`src/rtl/xor_pkg.sv`:
```
// rtl/xor_pkg.sv - shared constants and single-step LFSR helper for the XOR scrambler
package xor_pkg;

    localparam logic [6:0] XOR_DEF_TAPS = 7'h60;
    localparam logic [6:0] XOR_DEF_SEED = 7'h7F;

    // Fibonacci step on a zero-extended state; bits above len are masked off
    function automatic logic [31:0] lfsr_step1(input logic [31:0] state,
                                               input logic [31:0] taps,
                                               input int          len);
        logic [31:0] mask;
        logic        fb;
        mask = (len >= 32) ? 32'hFFFF_FFFF : ((32'd1 << len) - 32'd1);
        fb   = ^(state & taps & mask);
        return ((state << 1) | {31'd0, fb}) & mask;
    endfunction

endpackage

```
`src/rtl/xor_scrambler_if.sv`:
```
// rtl/xor_scrambler_if.sv - valid/ready input and output streams of the scrambler
interface xor_scrambler_if #(
    parameter int WIDTH = 8
);
    logic             in_valid;
    logic             in_ready;
    logic [WIDTH-1:0] in_data;
    logic             out_valid;
    logic             out_ready;
    logic [WIDTH-1:0] out_data;

    modport master (
        output in_valid, in_data, out_ready,
        input  in_ready, out_valid, out_data
    );

    modport slave (
        input  in_valid, in_data, out_ready,
        output in_ready, out_valid, out_data
    );
endinterface

```
`src/rtl/xor_lfsr_step.sv`:
```
// rtl/xor_lfsr_step.sv - combinational WIDTH-step LFSR unroll producing one keystream word
module xor_lfsr_step
    import xor_pkg::*;
#(
    parameter int                  WIDTH    = 8,
    parameter int                  LFSR_LEN = 7,
    parameter logic [LFSR_LEN-1:0] TAPS     = LFSR_LEN'(XOR_DEF_TAPS)
) (
    input  logic [LFSR_LEN-1:0] state_in,
    output logic [WIDTH-1:0]    keystream,
    output logic [LFSR_LEN-1:0] state_out
);

    logic [31:0] s;

    always_comb begin
        keystream = '0;
        s         = 32'(state_in);
        for (int i = 0; i < WIDTH; i++) begin
            keystream[i] = s[LFSR_LEN-1];
            s            = lfsr_step1(s, 32'(TAPS), LFSR_LEN);
        end
        state_out = s[LFSR_LEN-1:0];
    end

endmodule

```
`src/rtl/xor_scrambler.sv`:
```
// rtl/xor_scrambler.sv - streaming additive LFSR scrambler, optional XOR_SCRAMBLER_BYPASS_EN
module xor_scrambler
    import xor_pkg::*;
#(
    parameter int                  WIDTH    = 8,
    parameter int                  LFSR_LEN = 7,
    parameter logic [LFSR_LEN-1:0] TAPS     = LFSR_LEN'(XOR_DEF_TAPS),
    parameter logic [LFSR_LEN-1:0] SEED     = LFSR_LEN'(XOR_DEF_SEED)
) (
    input  logic clk,
    input  logic rst_n,
    input  logic init,
`ifdef XOR_SCRAMBLER_BYPASS_EN
    input  logic bypass,
`endif
    xor_scrambler_if.slave bus
);

    if (SEED == '0) begin : g_seed_chk
        $error("xor_scrambler: SEED must be nonzero");
    end
    if (LFSR_LEN < 2 || LFSR_LEN > 32) begin : g_len_chk
        $error("xor_scrambler: LFSR_LEN must be in 2..32");
    end

    logic [LFSR_LEN-1:0] state_q;
    logic [LFSR_LEN-1:0] state_eff;
    logic [LFSR_LEN-1:0] state_adv;
    logic [WIDTH-1:0]    ks;
    logic [WIDTH-1:0]    out_data_q;
    logic                out_valid_q;
    logic                accept;
    logic                scramble;

    // init reloads combinationally so a beat in the same cycle already sees SEED
    assign state_eff = init ? SEED : state_q;

    xor_lfsr_step #(
        .WIDTH    (WIDTH),
        .LFSR_LEN (LFSR_LEN),
        .TAPS     (TAPS)
    ) u_step (
        .state_in  (state_eff),
        .keystream (ks),
        .state_out (state_adv)
    );

    assign bus.in_ready  = rst_n & (!out_valid_q | bus.out_ready);
    assign bus.out_valid = out_valid_q;
    assign bus.out_data  = out_data_q;
    assign accept        = bus.in_valid & bus.in_ready;

`ifdef XOR_SCRAMBLER_BYPASS_EN
    assign scramble = accept & !bypass;
`else
    assign scramble = accept;
`endif

    always_ff @(posedge clk or negedge rst_n) begin
        if (!rst_n) begin
            state_q     <= SEED;
            out_valid_q <= 1'b0;
            out_data_q  <= '0;
        end else begin
            state_q <= scramble ? state_adv : state_eff;
            if (accept) begin
                out_valid_q <= 1'b1;
                out_data_q  <= bus.in_data ^ (scramble ? ks : '0);
            end else if (bus.out_ready) begin
                out_valid_q <= 1'b0;
            end
        end
    end

endmodule

```
`src/flat_wrapper.sv`:
```
// flat-port wrapper written by rule: the top's interface ports become plain ports
module xor_scrambler_flat import xor_pkg::*;
#(
    parameter int                  WIDTH    = 8,
    parameter int                  LFSR_LEN = 7,
    parameter logic [LFSR_LEN-1:0] TAPS     = LFSR_LEN'(XOR_DEF_TAPS),
    parameter logic [LFSR_LEN-1:0] SEED     = LFSR_LEN'(XOR_DEF_SEED)
)
  (clk, rst_n, init, bus_in_valid, bus_in_data, bus_out_ready, bus_in_ready, bus_out_valid, bus_out_data);
  xor_scrambler_if #(.WIDTH(WIDTH)) bus_i ();
  input  logic clk;
  input  logic rst_n;
  input  logic init;
  input wire logic [$bits(bus_i.in_valid)-1:0] bus_in_valid;
  input wire logic [$bits(bus_i.in_data)-1:0] bus_in_data;
  input wire logic [$bits(bus_i.out_ready)-1:0] bus_out_ready;
  output wire logic [$bits(bus_i.in_ready)-1:0] bus_in_ready;
  output wire logic [$bits(bus_i.out_valid)-1:0] bus_out_valid;
  output wire logic [$bits(bus_i.out_data)-1:0] bus_out_data;
  assign bus_i.in_valid = bus_in_valid;
  assign bus_i.in_data = bus_in_data;
  assign bus_i.out_ready = bus_out_ready;
  assign bus_in_ready = bus_i.in_ready;
  assign bus_out_valid = bus_i.out_valid;
  assign bus_out_data = bus_i.out_data;
  xor_scrambler #(.WIDTH(WIDTH), .LFSR_LEN(LFSR_LEN), .TAPS(TAPS), .SEED(SEED)) u_core (.clk(clk), .rst_n(rst_n), .init(init), .bus(bus_i));
endmodule
```
`config.mk`:
```
export PLATFORM = sky130hd
export DESIGN_NAME = xor_scrambler_flat
export DESIGN_NICKNAME = d
export VERILOG_FILES = /design/src/rtl/xor_pkg.sv /design/src/rtl/xor_scrambler_if.sv /design/src/rtl/xor_lfsr_step.sv /design/src/rtl/xor_scrambler.sv /design/src/flat_wrapper.sv
export SDC_FILE = /design/constraint.sdc
export NUM_CORES = 1
export LEC_CHECK = 0
export CAP_MARGIN = 15
export CELL_PAD_IN_SITES_DETAIL_PLACEMENT = 1
export CELL_PAD_IN_SITES_GLOBAL_PLACEMENT = 2
export CORE_MARGIN = 1.5
export CORE_UTILIZATION = 34
export DETAILED_ROUTE_END_ITERATION = 8
export GPL_TIMING_DRIVEN = 0
export PLACE_DENSITY = 0.9
export SLEW_MARGIN = 20
export SYNTH_ARGS = -nofsm -noshare
export SYNTH_HDL_FRONTEND = slang
export SYNTH_HIERARCHICAL = 1
export SYNTH_SLANG_ARGS = --single-unit
```
`constraint.sdc`:
```
create_clock -name clk -period 3.4 [get_ports clk]
set_input_delay 0.34 -clock clk [delete_from_list [all_inputs] [get_ports clk]]
set_output_delay 0.34 -clock clk [all_outputs]
set_load 0.005 [all_outputs]
```
======== After elaboration in Yosys (flattened, before gate mapping) ========
Cells that the tools add are included.
word-level totals
  flip-flop bits (word level) ............. 16
  latch bits .............................. 0
  memory bits (writable) .................. 0
  ROM bits ................................ 0
  input port bits ......................... 13
  logic and storage cells ................. 30
  memories ................................ 0
operators by class
  add/sub/neg operators ................... 0
  multipliers ............................. 0
  divide/modulo/power cells ............... 0
  $lt $le $gt $ge ......................... 0
  equality and inequality tests ........... 0
  shift-type cells ........................ 0
  muxes and demuxes ....................... 5
  bitwise gates (word level) .............. 12
  reduce and logical (&&, ||, !) cells .... 10
operators with widths
  cell                number
  $reduce_xor A32 Y1  8
  $or A7 B1 Y7        8
  $mux W7             2
  $mux W8             1
  $xor A8 B8 Y8       1
  $and A1 B1 Y1       2
  $mux W1             2
  $reduce_bool A2 Y1  1
  $logic_not A1 Y1    1
  $or A1 B1 Y1        1

======== Longest topological paths before layout ========
  word-level depth ........................ 18
  mapped depth ............................ 5

======== Hierarchy ========
The synthesis kept the hierarchy.
modules (own cells, without submodules)
  module         times used  cells each  area each (um^2)
  xor_scrambler  1           53          803.3
  xor_lfsr_step  1           15          137.6

======== Worst setup path after synthesis ========
Ideal clock, no wire load.
  kind .................................... input-to-reg
  from .................................... in init
  to ...................................... reg u_core.out_data_q[7], in the netlist u_core/bus.out_data[7]
  setup time .............................. 0.125 ns
  arrival time ............................ 1.245 ns
  data required time ...................... 3.275 ns
  path slack .............................. 2.030 ns
  cell stages on the path ................. 4
  buffers on the path ..................... 0
  cells stage by stage .................... or2_2 xor2_1 xor2_1 mux2_2
between the ends
  longest elaborated chain between the ends .. 11
RTL lines
  element                    line                 text
  start, declared            flat_wrapper.sv:13   input logic init;
  $mux W7                    xor_scrambler.sv:36  assign state_eff = init ? SEED : state_q;
  $reduce_xor A32 Y1         xor_pkg.sv:14        fb = ^(state & taps & mask);
  $or A7 B1 Y7 (7 in a row)  xor_pkg.sv:15        return ((state << 1) | {31'd0, fb}) & mask;
  net u_core.ks[7]           xor_scrambler.sv:29  logic [WIDTH-1:0] ks;
  $mux W8                    xor_scrambler.sv:68  out_data_q <= bus.in_data ^ (scramble ? ks : '0);
  $xor A8 B8 Y8              xor_scrambler.sv:68
  end signal, assigned       xor_scrambler.sv:68
  end, declared              xor_scrambler.sv:30  logic [WIDTH-1:0] out_data_q;
The timed path passes the listed nets, and every way through them passes these cells.
A chain may end at the register's enable or synchronous reset.

======== Worst setup path in the final report ========
  from .................................... in rst_n
  to ...................................... out bus_in_ready
between the ends
  longest elaborated chain between the ends .. 1
RTL lines
  element          line                 text
  start, declared  flat_wrapper.sv:12   input logic rst_n;
  $and A1 B1 Y1    xor_scrambler.sv:48  assign bus.in_ready = rst_n & (!out_valid_q | bus.out_ready);
  end, declared    flat_wrapper.sv:17   output wire logic [$bits(bus_i.in_ready)-1:0] bus_in_ready;
No other way between the ends.

==> results.sh <==
export IMPL_first_pass_iters=2
export IMPL_cts_buffer_depth=2
export IMPL_postPlaceCellArea_sq_um=1199
export IMPL_powerDensity_nw_per_um2=461.6
export IMPL_die_area_sq_um=3092
export IMPL_final_cells=124
export IMPL_wl_microns=1713
export IMPL_drt_initial_drc_count=3
export IMPL_drive_gt1_share_pct=47.87
export IMPL_cts_root_buf="clkbuf_4"
export IMPL_grt_usage_pct=12.16
export IMPL_crit_chain="clkdlybuf4s50_1 -> and2_2 -> clkdlybuf4s50_1"
export IMPL_grt_use_met1_pct=16.96
export IMPL_worstSetupPathDepth=3
export IMPL_finalSetupViolCount=0
export IMPL_path_clk_slew_ns=0.10
export IMPL_grt_busiest_layer="met2"
export IMPL_io_pins=23
export IMPL_seq_area_frac_synth_pct=43.48
export IMPL_reg2reg_slack_ns=1.96
export IMPL_grt_use_met2_pct=19.39
export IMPL_htreeDepth=1
export IMPL_die_w_microns=55.61
export IMPL_synth_top_area_cell="dfrtp_1"
export IMPL_r2r_start="u_core/state_q[5]"
export IMPL_path_max_fanout=18
export IMPL_cts_tree="yes"
export IMPL_hold_viol=0
export IMPL_grt_start_max_net_pins=19
export IMPL_ys_ff_latch=16
export IMPL_vdd_ir_drop_max_uv=277.0
export IMPL_fin_nets=108
export IMPL_finalCritPeriodShare_pct=70.40
export IMPL_crit_required_ns=3.06
export IMPL_rsz0062_at_grt="no"
export IMPL_relSlewSlack_pct=50.67
export IMPL_timing_hold_ws_ns=0.4861
export IMPL_r2r_end="u_core/state_q[1]"
export IMPL_cp_top_family="buffers and inverters"
export IMPL_setup_worst_path_start="rst_n"
export IMPL_synth_distinct_cells=14
export IMPL_dpl_hpwl_microns=1268
export IMPL_grt_use_met3_pct=2.326
export IMPL_diodes=0
export IMPL_cts_setup_buffers=0
export IMPL_clock_sinks=16
export IMPL_synth_top_area_share_pct=23.94
export IMPL_worstMarginPinSlew_ns=0.7376
export IMPL_place_inst=120
export IMPL_synth_nets=81
export IMPL_hp_class="primary input to async pin"
export IMPL_p_leak_nw=0.5282
export IMPL_grt_pass1_wl_microns=2911
export IMPL_slowest_delay_ns=0.95
export IMPL_fillers=284
export IMPL_synth_warnings=6
export IMPL_drc=0
export IMPL_routabilityCongestion=0.6774
export IMPL_ff2ff_path_depth=3
export IMPL_critPathLaunchType="primary input"
export IMPL_antenna_found_initial=0
export IMPL_clock_skew_final_ns=0.001471
export IMPL_wl_per_cell_microns=13.81
export IMPL_syn2layout_area_growth_pct=31.25
export IMPL_fmax_mhz=417.8
export IMPL_seq_area_sq_um=409.1
export IMPL_row_count=18
export IMPL_arrival_ns=2.05
export IMPL_ant_nets=0
export IMPL_initial_core_util_pct=36.97
export IMPL_cp_end_kind="primary output"
export IMPL_maxSlewViolCount=0
export IMPL_cts_resized=0
export IMPL_port_buffers=22
export IMPL_status="completed"
export IMPL_syn_area_sq_um=940.9
export IMPL_post_drt_via_cell_ratio=4.363
export IMPL_hold_buffers=0
export IMPL_crit_top_cell="clkdlybuf4s50_1"
export IMPL_overflow=0
export IMPL_cp_slowest_cell="clkdlybuf4s50_1"
export IMPL_synthCells=68
export IMPL_tns_ns=0
export IMPL_crit_path_end="bus_in_ready"
export IMPL_multi_input_area_sq_um=447.9
export IMPL_drv_cap=0
export IMPL_numCtsBuffers=3
export IMPL_syn_mean_instance_area_sq_um=13.84
export IMPL_core_area_sq_um=2545
export IMPL_ys_top_cells_by_area="dfrtp_1 24%, dfstp_2 20%, mux2_4 16%"
export IMPL_path_class="primary input to primary output"
export IMPL_insertion_delay_ns=0.28
export IMPL_die_y_microns=55.61
export IMPL_num_vias=541
export IMPL_min_period_ns=2.394
export IMPL_crit_buf_inv=2
export IMPL_postLayoutCellArea_sq_um=1235
export IMPL_grt_pass1_vias=590
[synth_stat cells, drive strengths merged]
cell type   n
buf         9
dfrtp       9
nor2b       1
and2        1
nand2       2
xor2       15
or2         7
mux2       15
nand2b      1
xor3        1
dfstp       7
[registers in the layout (all words and copies together) (netlist names)]
name,count
u_core/bus.out_valid,1
u_core/state_q,7
u_core/bus.out_data,8
[layer usage]
layer,wire length (microns),part of all wire [%],vias to the layer above
li1,-,-,267
met1,779,45,264
met2,878,51,10
met3,56,3.3,0
met4,0,0,0
met5,0,0,-
[per-stage QoR]
stage / worst slack, ns / power, mW / util, %
floorplan: 2.030 / 0.3594 / -
global placement: 0.9290 / 0.4424 / 47.10
detailed placement: 0.8877 / 0.4512 / 47.10
CTS: 0.9018 / 0.5820 / 48.53
global route: 0.8454 / 0.6115 / 48.53
finish: 1.006 / 0.5700 / 48.53
[how the worst min path moves through the flow]
stage | from | to | slack (ns) | depth (start not counted)
after detailed placement | u_core/bus.out_data[5] | u_core/bus.out_data[5] | 0.50 | 1
after CTS | rst_n | u_core/bus.out_data[5] | 0.53 | 1
final | rst_n | u_core/bus.out_data[3] | 0.49 | 1
after global placement | u_core/bus.out_data[6] | u_core/bus.out_data[6] | 0.49 | 1
after floorplan | rst_n | u_core/bus.out_data[0] | 0.04 | 0
after global routing | rst_n | u_core/bus.out_data[3] | 0.52 | 1
[cells in the final DEF (no fill, tap or decap)]
cell type        count
and2_2               1
buf_12               1
buf_4                7
buf_6                1
clkbuf_4             3
clkbuf_8             1
clkdlybuf4s50_1     22
dfrtp_1              9
dfstp_2              7
mux2_2               5
mux2_4              10
nand2_1              2
nand2b_4             1
nor2b_4              1
or2_2                7
xor2_1              15
xor3_1               1
[cells by family after synthesis]
| group | share of synthesized area (%) |
|---|---|
| buffers and inverters | 8.910 |
| xor gates and xnor gates | 16.49 |
| and+or+nand+nor | 9.175 |
| DFF | 43.48 |
| muxes | 21.94 |
[power breakdown]
| group | internal, mW | total [mW] | switching [mW] |
|---|---|---|---|
| sequential | 0.236 | 0.253 | 0.0171 |
| combinational | 0.132 | 0.192 | 0.0605 |
| clock | 0.0651 | 0.125 | 0.0600 |
[layout make-up]
cell class	count	share of cell area, %
tap	30	3.040
clock buffer	4	2.938
timing repair buffer	22	17.83
multi-input combinational	43	36.27
sequential	16	33.13
buffer	9	6.788
Power figures use the tool's default switching activity.
